`src/rtl/pcimid_pkg.sv`:
```
// Shared constants and helpers for the fetch/decode pipeline slice.
// Word width, the NOP encoding and the opcode/funct fields used by downstream stages.
package pcimid_pkg;
    localparam int          WORD_W    = 32;
    localparam logic [31:0] NOP_INSTR = 32'h0000_0000;
    localparam logic [5:0]  OP_RTYPE  = 6'h00;
    localparam logic [5:0]  OP_LW     = 6'h23;
    localparam logic [5:0]  OP_SW     = 6'h2b;
    localparam logic [5:0]  FN_ADD    = 6'h20;
    localparam logic [5:0]  FN_SUB    = 6'h22;
    localparam logic [5:0]  FN_AND    = 6'h24;
    localparam logic [5:0]  FN_OR     = 6'h25;
    localparam logic [5:0]  FN_SLT    = 6'h2a;

    // Clears the two byte-offset bits so every fetch address is word aligned.
    function automatic logic [WORD_W-1:0] align_word(input logic [WORD_W-1:0] addr);
        return addr & 32'hFFFF_FFFC;
    endfunction
endpackage

```
`src/rtl/if_stage_instr_mem.sv`:
```
// Instruction memory: DEPTH x 32 array, synchronous write, asynchronous read.
// Contents are not reset; a same-cycle read of the written word returns the old value.
module instr_mem
    import pcimid_pkg::*;
#(
    parameter int DEPTH  = 64,
    parameter int ADDR_W = $clog2(DEPTH)
) (
    input  logic              clk,
    input  logic              wr_en,
    input  logic [ADDR_W-1:0] wr_addr,
    input  logic [WORD_W-1:0] wr_data,
    input  logic [ADDR_W-1:0] rd_addr,
    output logic [WORD_W-1:0] rd_data
);
    logic [WORD_W-1:0] mem [DEPTH];

    always_ff @(posedge clk) begin
        if (wr_en) begin
            mem[wr_addr] <= wr_data;
        end
    end

    assign rd_data = mem[rd_addr];
endmodule

```
`src/rtl/if_stage.sv`:
```
// Instruction-fetch stage with IF/ID pipeline register, stall, flush and redirect.
// Optional IF_STALL_CNT_EN adds a saturating stall-cycle counter on stall_cnt_o.
module if_stage
    import pcimid_pkg::*;
#(
    parameter int          IMEM_DEPTH = 64,
    parameter logic [31:0] RESET_PC   = 32'h0000_0000
) (
    input  logic                          clk,
    input  logic                          rst_n,
    input  logic                          stall_i,
    input  logic                          flush_i,
    input  logic                          branch_taken_i,
    input  logic [31:0]                   branch_target_i,
    input  logic                          imem_wr_en_i,
    input  logic [$clog2(IMEM_DEPTH)-1:0] imem_wr_addr_i,
    input  logic [31:0]                   imem_wr_data_i,
`ifdef IF_STALL_CNT_EN
    output logic [15:0]                   stall_cnt_o,
`endif
    output logic [31:0]                   fetch_pc_o,
    output logic [31:0]                   instruction_o,
    output logic [31:0]                   pc_plus4_o,
    output logic                          valid_o
);
    localparam int ADDR_W = $clog2(IMEM_DEPTH);

    logic [31:0]       pc;
    logic [31:0]       pc_next_seq;
    logic [31:0]       fetched;
    logic [ADDR_W-1:0] rd_idx;

    // Upper PC bits are ignored, so fetches wrap modulo the memory depth.
    assign rd_idx      = pc[ADDR_W+1:2];
    assign pc_next_seq = pc + 32'd4;
    assign fetch_pc_o  = pc;

    instr_mem #(
        .DEPTH  (IMEM_DEPTH),
        .ADDR_W (ADDR_W)
    ) u_imem (
        .clk     (clk),
        .wr_en   (imem_wr_en_i),
        .wr_addr (imem_wr_addr_i),
        .wr_data (imem_wr_data_i),
        .rd_addr (rd_idx),
        .rd_data (fetched)
    );

    always_ff @(posedge clk or negedge rst_n) begin
        if (!rst_n) begin
            pc            <= align_word(RESET_PC);
            instruction_o <= NOP_INSTR;
            pc_plus4_o    <= 32'd0;
            valid_o       <= 1'b0;
        end else if (branch_taken_i) begin
            pc            <= align_word(branch_target_i);
            instruction_o <= NOP_INSTR;
            pc_plus4_o    <= 32'd0;
            valid_o       <= 1'b0;
        end else if (stall_i) begin
            pc            <= pc;
        end else if (flush_i) begin
            pc            <= pc_next_seq;
            instruction_o <= NOP_INSTR;
            pc_plus4_o    <= 32'd0;
            valid_o       <= 1'b0;
        end else begin
            pc            <= pc_next_seq;
            instruction_o <= fetched;
            pc_plus4_o    <= pc_next_seq;
            valid_o       <= 1'b1;
        end
    end

`ifdef IF_STALL_CNT_EN
    // A redirect wins over a stall, so those cycles are not counted.
    always_ff @(posedge clk or negedge rst_n) begin
        if (!rst_n) begin
            stall_cnt_o <= 16'd0;
        end else if (stall_i && !branch_taken_i && (stall_cnt_o != 16'hFFFF)) begin
            stall_cnt_o <= stall_cnt_o + 16'd1;
        end
    end
`endif
endmodule

```
`config.mk`:
```
export PLATFORM = sky130hd
export DESIGN_NAME = if_stage
export DESIGN_NICKNAME = d
export VERILOG_FILES = /design/src/rtl/pcimid_pkg.sv /design/src/rtl/if_stage_instr_mem.sv /design/src/rtl/if_stage.sv
export SDC_FILE = /design/constraint.sdc
export NUM_CORES = 2
export LEC_CHECK = 0
export CELL_PAD_IN_SITES_DETAIL_PLACEMENT = 2
export CELL_PAD_IN_SITES_GLOBAL_PLACEMENT = 2
export CORE_ASPECT_RATIO = 1.1
export CORE_MARGIN = 10
export CORE_UTILIZATION = 50
export CTS_CLUSTER_DIAMETER = 30
export CTS_CLUSTER_SIZE = 16
export DETAILED_ROUTE_END_ITERATION = 6
export PLACE_DENSITY_LB_ADDON = 0.1
export SLEW_MARGIN = 15
export SYNTH_ARGS = -nofsm -noshare
export SYNTH_HDL_FRONTEND = slang
export SYNTH_SLANG_ARGS = --single-unit
```
`constraint.sdc`:
```
create_clock -name clk -period 2.8 [get_ports clk]
set_input_delay 0.56 -clock clk [delete_from_list [all_inputs] [get_ports clk]]
set_output_delay 0.56 -clock clk [all_outputs]
set_load 0.03 [all_outputs]
```
==> results of run 1 <==
==> kinds of logic after synthesis <==
| logic type | Yosys count |
|---|---|
| flip-flops | 2142 |
| multiplexers | 610 |
| AO/OA/AOI/OAI | 380 |
| AND/OR/NAND/NOR | 370 |
| buffers and inverters | 222 |
| XOR/XNOR | 57 |
| adder cells (fa/ha/maj) | 1 |
| other | 1 |
==> through the flow <==
stage	setup slack [ps]	utilization [%]	setup TNS [ps]	hold WS [ps]	instances
2_1_floorplan	-356	-	-186420	264	3784
3_3_place_gp	-323	55.9	-4500	462	6355
3_5_place_dp	-511	55.9	-17640	477	6355
==> results.tsv, run 1 <==
stage	metric	value	unit
yosys	multiplexer area fraction after synthesis	14.9	%
floorplan	row count	156	
yosys	Mapped Area	0.0823	mm2
yosys	Warnings, synthesis	0	
placed_design	placed inst area	0.0916	mm2
clocking	clk buf depth	4	
clocking	CTS H-tree depth	5	
yosys	Main synth FF type	edfxtp_1	
clocking	post_cts resized	302	
floorplan	Initial Utilization	50.2	%
yosys	Post-Synth Simple-Gate Area	2.11	%
run_status	stage reached	clock tree synthesis	
yosys	largest family of logic cells by synthesized area	multiplexers	
yosys	most instantiated library cell after synthesis	edfxtp_1	
yosys	Seq/Total Area, Yosys	77.6	%
yosys	XOR/XNOR share of the synthesized area	0.607	%
yosys	flops & latches, synth	2142	
placed_design	IO buf count	168	
run_status	first error message	[ERROR DPL-0033] detailed placement checks failed during check placement.	
yosys	Synth Area in Compound Gates	3.34	%
floorplan	io pins	173	
floorplan	Horiz. Die Dim	407	um
yosys	biggest area consumer among synthesized cells	edfxtp_1	
yosys	Synth area leaders	edfxtp_1 (75%), mux4_2 (13%), dfrtp_1 (2.9%)	
clocking	cts bufs inserted	456	
yosys	Post-synth top cells	edfxtp_1 (2,048), mux4_2 (490), nor2_1 (135)	
placed_design	post-DP HPWL	183	mm
yosys	Yosys cell types	58	
yosys	adder-cell area share of the yosys netlist	0.0152	%
yosys	post-synth top area share	74.7	%
clocking	root buf cell	clkbuf_16	
yosys	number of synthesized flops with an enable pin	2048	
clocking	clock tree sinks	2142	
run_status	status	stopped before the end	
yosys	ys async rst share	4.39	%
placed_design	GPL Wtd Cong	0.784	
clocking	post-CTS setup buffer count	51	
clocking	Post-CTS Hold Fix Bufs	2	
floorplan	die height	446	um
yosys	Synth Area per Inst	21.8	um2
yosys	Cells after Synth	3783	
==> inputs of run 2 (changes only) <==
==> config.mk (replaced) <==
export PLATFORM = sky130hd
export DESIGN_NAME = if_stage
export DESIGN_NICKNAME = d
export VERILOG_FILES = /design/src/rtl/pcimid_pkg.sv /design/src/rtl/if_stage_instr_mem.sv /design/src/rtl/if_stage.sv
export SDC_FILE = /design/constraint.sdc
export NUM_CORES = 2
export LEC_CHECK = 0
export CORE_MARGIN = 10
export CORE_UTILIZATION = 40
export DETAILED_ROUTE_END_ITERATION = 6
export PLACE_DENSITY_LB_ADDON = 0.15
export SLEW_MARGIN = 15
export SYNTH_ARGS = -nofsm -noshare
export SYNTH_HDL_FRONTEND = slang
export SYNTH_SLANG_ARGS = --single-unit
==> run 2 against run 1 <==
  * The flow now finishes, with violations (setup timing)
  * Synthesized area is the same
  * Synthesized cell count is the same
==> results.tsv, run 2 <==
stage	metric	value	unit
clocking	clk buf depth	3	
cells_and_area	Layout Cells excl Fill	7314	
setup_path	Critical Path RT	3480	ps
timing	RSZ-0062 raised after global routing	yes	
timing	Tmin final	2820	ps
yosys	Post-synth top cells	edfxtp_1 (2,048), mux4_2 (490), nor2_1 (135)	
yosys	Synth Area in Compound Gates	3.34	%
route	post-route ant nets	0	
setup_path	R2R depth	8	
cells_and_area	largest registers	u_imem.mem x2048, instruction_o x32, pc_plus4_o x31	
setup_path	kind of critical path	reg2reg	
yosys	Cells after Synth	3783	
yosys	post-synth top area share	74.7	%
timing	Clock Skews	24.7	ps
timing	max-slew violation count	0	
placed_design	Post-Place Worst Slack	-222	ps
flow_run	max_cap viols	0	
floorplan	io pins	173	
pwr	pwr/cell area	713	mW/mm2
min_path	type of the worst min-delay path	in2async	
pwr	LEAKAGE	31.7	nW
route	Vias	41200	
yosys	most instantiated library cell after synthesis	edfxtp_1	
cells_and_area	Final Core Density	48.5	%
pwr	worst vdd ir	0.000705	V
cells_and_area	max reg flops	2048	
clocking	CTS tree	yes	
yosys	largest family of logic cells by synthesized area	multiplexers	
yosys	Post-Synth Simple-Gate Area	2.11	%
setup_path	worst-path fanout max	14	
global_routing	first-pass GRT wire length	319	mm
timing	max_slew headroom	24.5	%
cells_and_area	share of layout cells above drive strength 1	31.8	%
yosys	Mapped Area	0.0823	mm2
setup_path	R2R Setup Slk	-20	ps
global_routing	vias in the first global route	42000	
cells_and_area	commonest non-fill, non-tap cell in the layout	edfxtp_1	
clocking	CTS H-tree depth	4	
route	# DRC	0	
global_routing	largest net degree at the start of global routing	65	
clocking	cts bufs inserted	220	
clocking	root buf cell	clkbuf_16	
global_routing	initial antenna violation count	14	
timing	final setup vio count	1	
clocking	Worst-path clk slew	60	ps
cells_and_area	Fill cells	16700	
clocking	worst skew pair latency	840	ps
floorplan	row count	166	
cells_and_area	Area Overhead vs Synth	20.7	%
route	total wire length	223	mm
setup_path	CP startpoint kind	register	
yosys	biggest area consumer among synthesized cells	edfxtp_1	
timing	fmax	0.355	GHz
global_routing	GR Overflow Total	0	
route	vias per cell	5.63	
floorplan	Horiz. Die Dim	474	um
run_status	failing checks	setup timing	
floorplan	full die area	0.224	mm2
route	first-iteration detailed-routing DRC count	4114	
floorplan	core area	0.205	mm2
setup_path	Setup crit end kind	register	
yosys	Yosys cell types	58	
yosys	Synth Area per Inst	21.8	um2
route	Routed WL per cell	30.5	um
timing	Final Hold Violating Endpoints	0	
route	Pre-Repair DR Iteration Count	5	
global_routing	global-route usage over all layers	19.6	%
setup_path	Critical Path AT	3490	ps
yosys	XOR/XNOR share of the synthesized area	0.607	%
yosys	ys async rst share	4.39	%
floorplan	Initial Utilization	40.2	%
yosys	Seq/Total Area, Yosys	77.6	%
placed_design	post-DP HPWL	139	mm
yosys	adder-cell area share of the yosys netlist	0.0152	%
yosys	Warnings, synthesis	0	
yosys	multiplexer area fraction after synthesis	14.9	%
placed_design	IO buf count	168	
floorplan	die height	474	um
placed_design	GPL Wtd Cong	0.763	
yosys	Synth area leaders	edfxtp_1 (75%), mux4_2 (13%), dfrtp_1 (2.9%)	
timing	Final Cycle Share	101	%
placed_design	Inst Count DP	6870	
cells_and_area	Final nets	4515	
yosys	Main synth FF type	edfxtp_1	
yosys	number of synthesized flops with an enable pin	2048	
cells_and_area	most frequent cells in the layout	edfxtp_1 (2,048), mux4_2 (490), buf_4 (330)	
run_status	status	complete, but fails checks	
yosys	flops & latches, synth	2142	
clocking	clock tree sinks	2142	
timing	worst setup margin	-16.0	ps
cells_and_area	register with the most flip-flops	u_imem.mem	
timing	Tightest Pin Transition	1130	ps
run 2: path summary, 6_finish.rpt:
kind | startpoint | end
max | fetch_pc_o[2]$_DFFE_PN0N_ | instruction_o[22]$_DFFE_PN0N_
min | rst_n | pc_plus4_o[2]$_DFFE_PN0N_
max reg2reg | fetch_pc_o[2]$_DFFE_PN0N_ | instruction_o[22]$_DFFE_PN0N_
min reg2reg | valid_o$_DFFE_PN0N_ | valid_o$_DFFE_PN0N_
max in group asynchronous | rst_n | fetch_pc_o[4]$_DFFE_PN0N_
min in group clk | branch_taken_i | fetch_pc_o[31]$_DFFE_PN0N_
run 2: layout make-up:
cell class / instances / area (um2) / area share, %
Antenna cell: 4 / 10.0 / 0.0101
Clock buffer: 290 / 5870 / 5.91
Clock inverter: 116 / 923 / 0.930
Inverter: 2 / 7.51 / 0.00756
Multi-Input combinational cell: 1420 / 18200 / 18.3
Sequential cell: 2142 / 63900 / 64.3
Tap cell: 2688 / 3360 / 3.39
Timing Repair Buffer: 652 / 7050 / 7.10
run 2: what timing repair did:
action	in CTS	in global routing
hold buffers	1	0
pin swaps	2	4
gates cloned	0	5
resized for setup	44	46
endpoints found under the hold margin	33	0
endpoints found under the setup margin	37	25
buffers inserted	7	21
run 2: critical path, cell delays in order, from the launching register on:
cell and delay [ps]:
dfrtp_4 520, buf_12 220, buf_4 180, mux4_2 500
a22oi_1 290, a21oi_1 120, buf_4 180, a2111oi_4 410
o41ai_1 160
run 2: report_power, final:
| part | switching (W) | leakage (nW) | total [W] | internal [W] |
|---|---|---|---|---|
| Clock | 0.0122 | 3.32 | 0.0277 | 0.0155 |
| Sequential | 0.000297 | 19.6 | 0.0357 | 0.0354 |
| Combinational | 0.00402 | 8.78 | 0.00742 | 0.00340 |
| Total | 0.0165 | 31.7 | 0.0708 | 0.0543 |
run 2: cell families (layout without fill, tap and decap cells):
| family | count (synthesis) | count (layout) |
|---|---|---|
| AOI/OAI and AO/OA | 380 | 380 |
| DFF | 2142 | 2142 |
| and+or+nand+nor | 370 | 370 |
| xor gates and xnor gates | 57 | 57 |
| other | 1 | 6 |
| adders and majority gates | 1 | 1 |
| muxes | 610 | 610 |
| buffers and inverters | 222 | 1060 |
run 2: routing by layer:
layer	vias up	global-route usage (%)	routed length [um]
met5	-	0	0
met4	0	3.48	3190
met3	234	3.46	13300
met2	1233	31.7	107000
met1	22500	28.2	99600
li1	17200	-	-
run 2: stage by stage:
step           hold slack, ps  setup TNS [ps]  power [W]  area (um2)
2_1_floorplan             264         -186420     0.0402       82400
3_3_place_gp              462           -1900     0.0436       91600
3_5_place_dp              467           -2530     0.0436       91600
4_1_cts                   138          -0.205     0.0714       98700
5_1_grt                   210            -242     0.0733       99300
6_report                  201           -16.0     0.0708       99300
No activity file was read; power rests on OpenSTA's default activity.
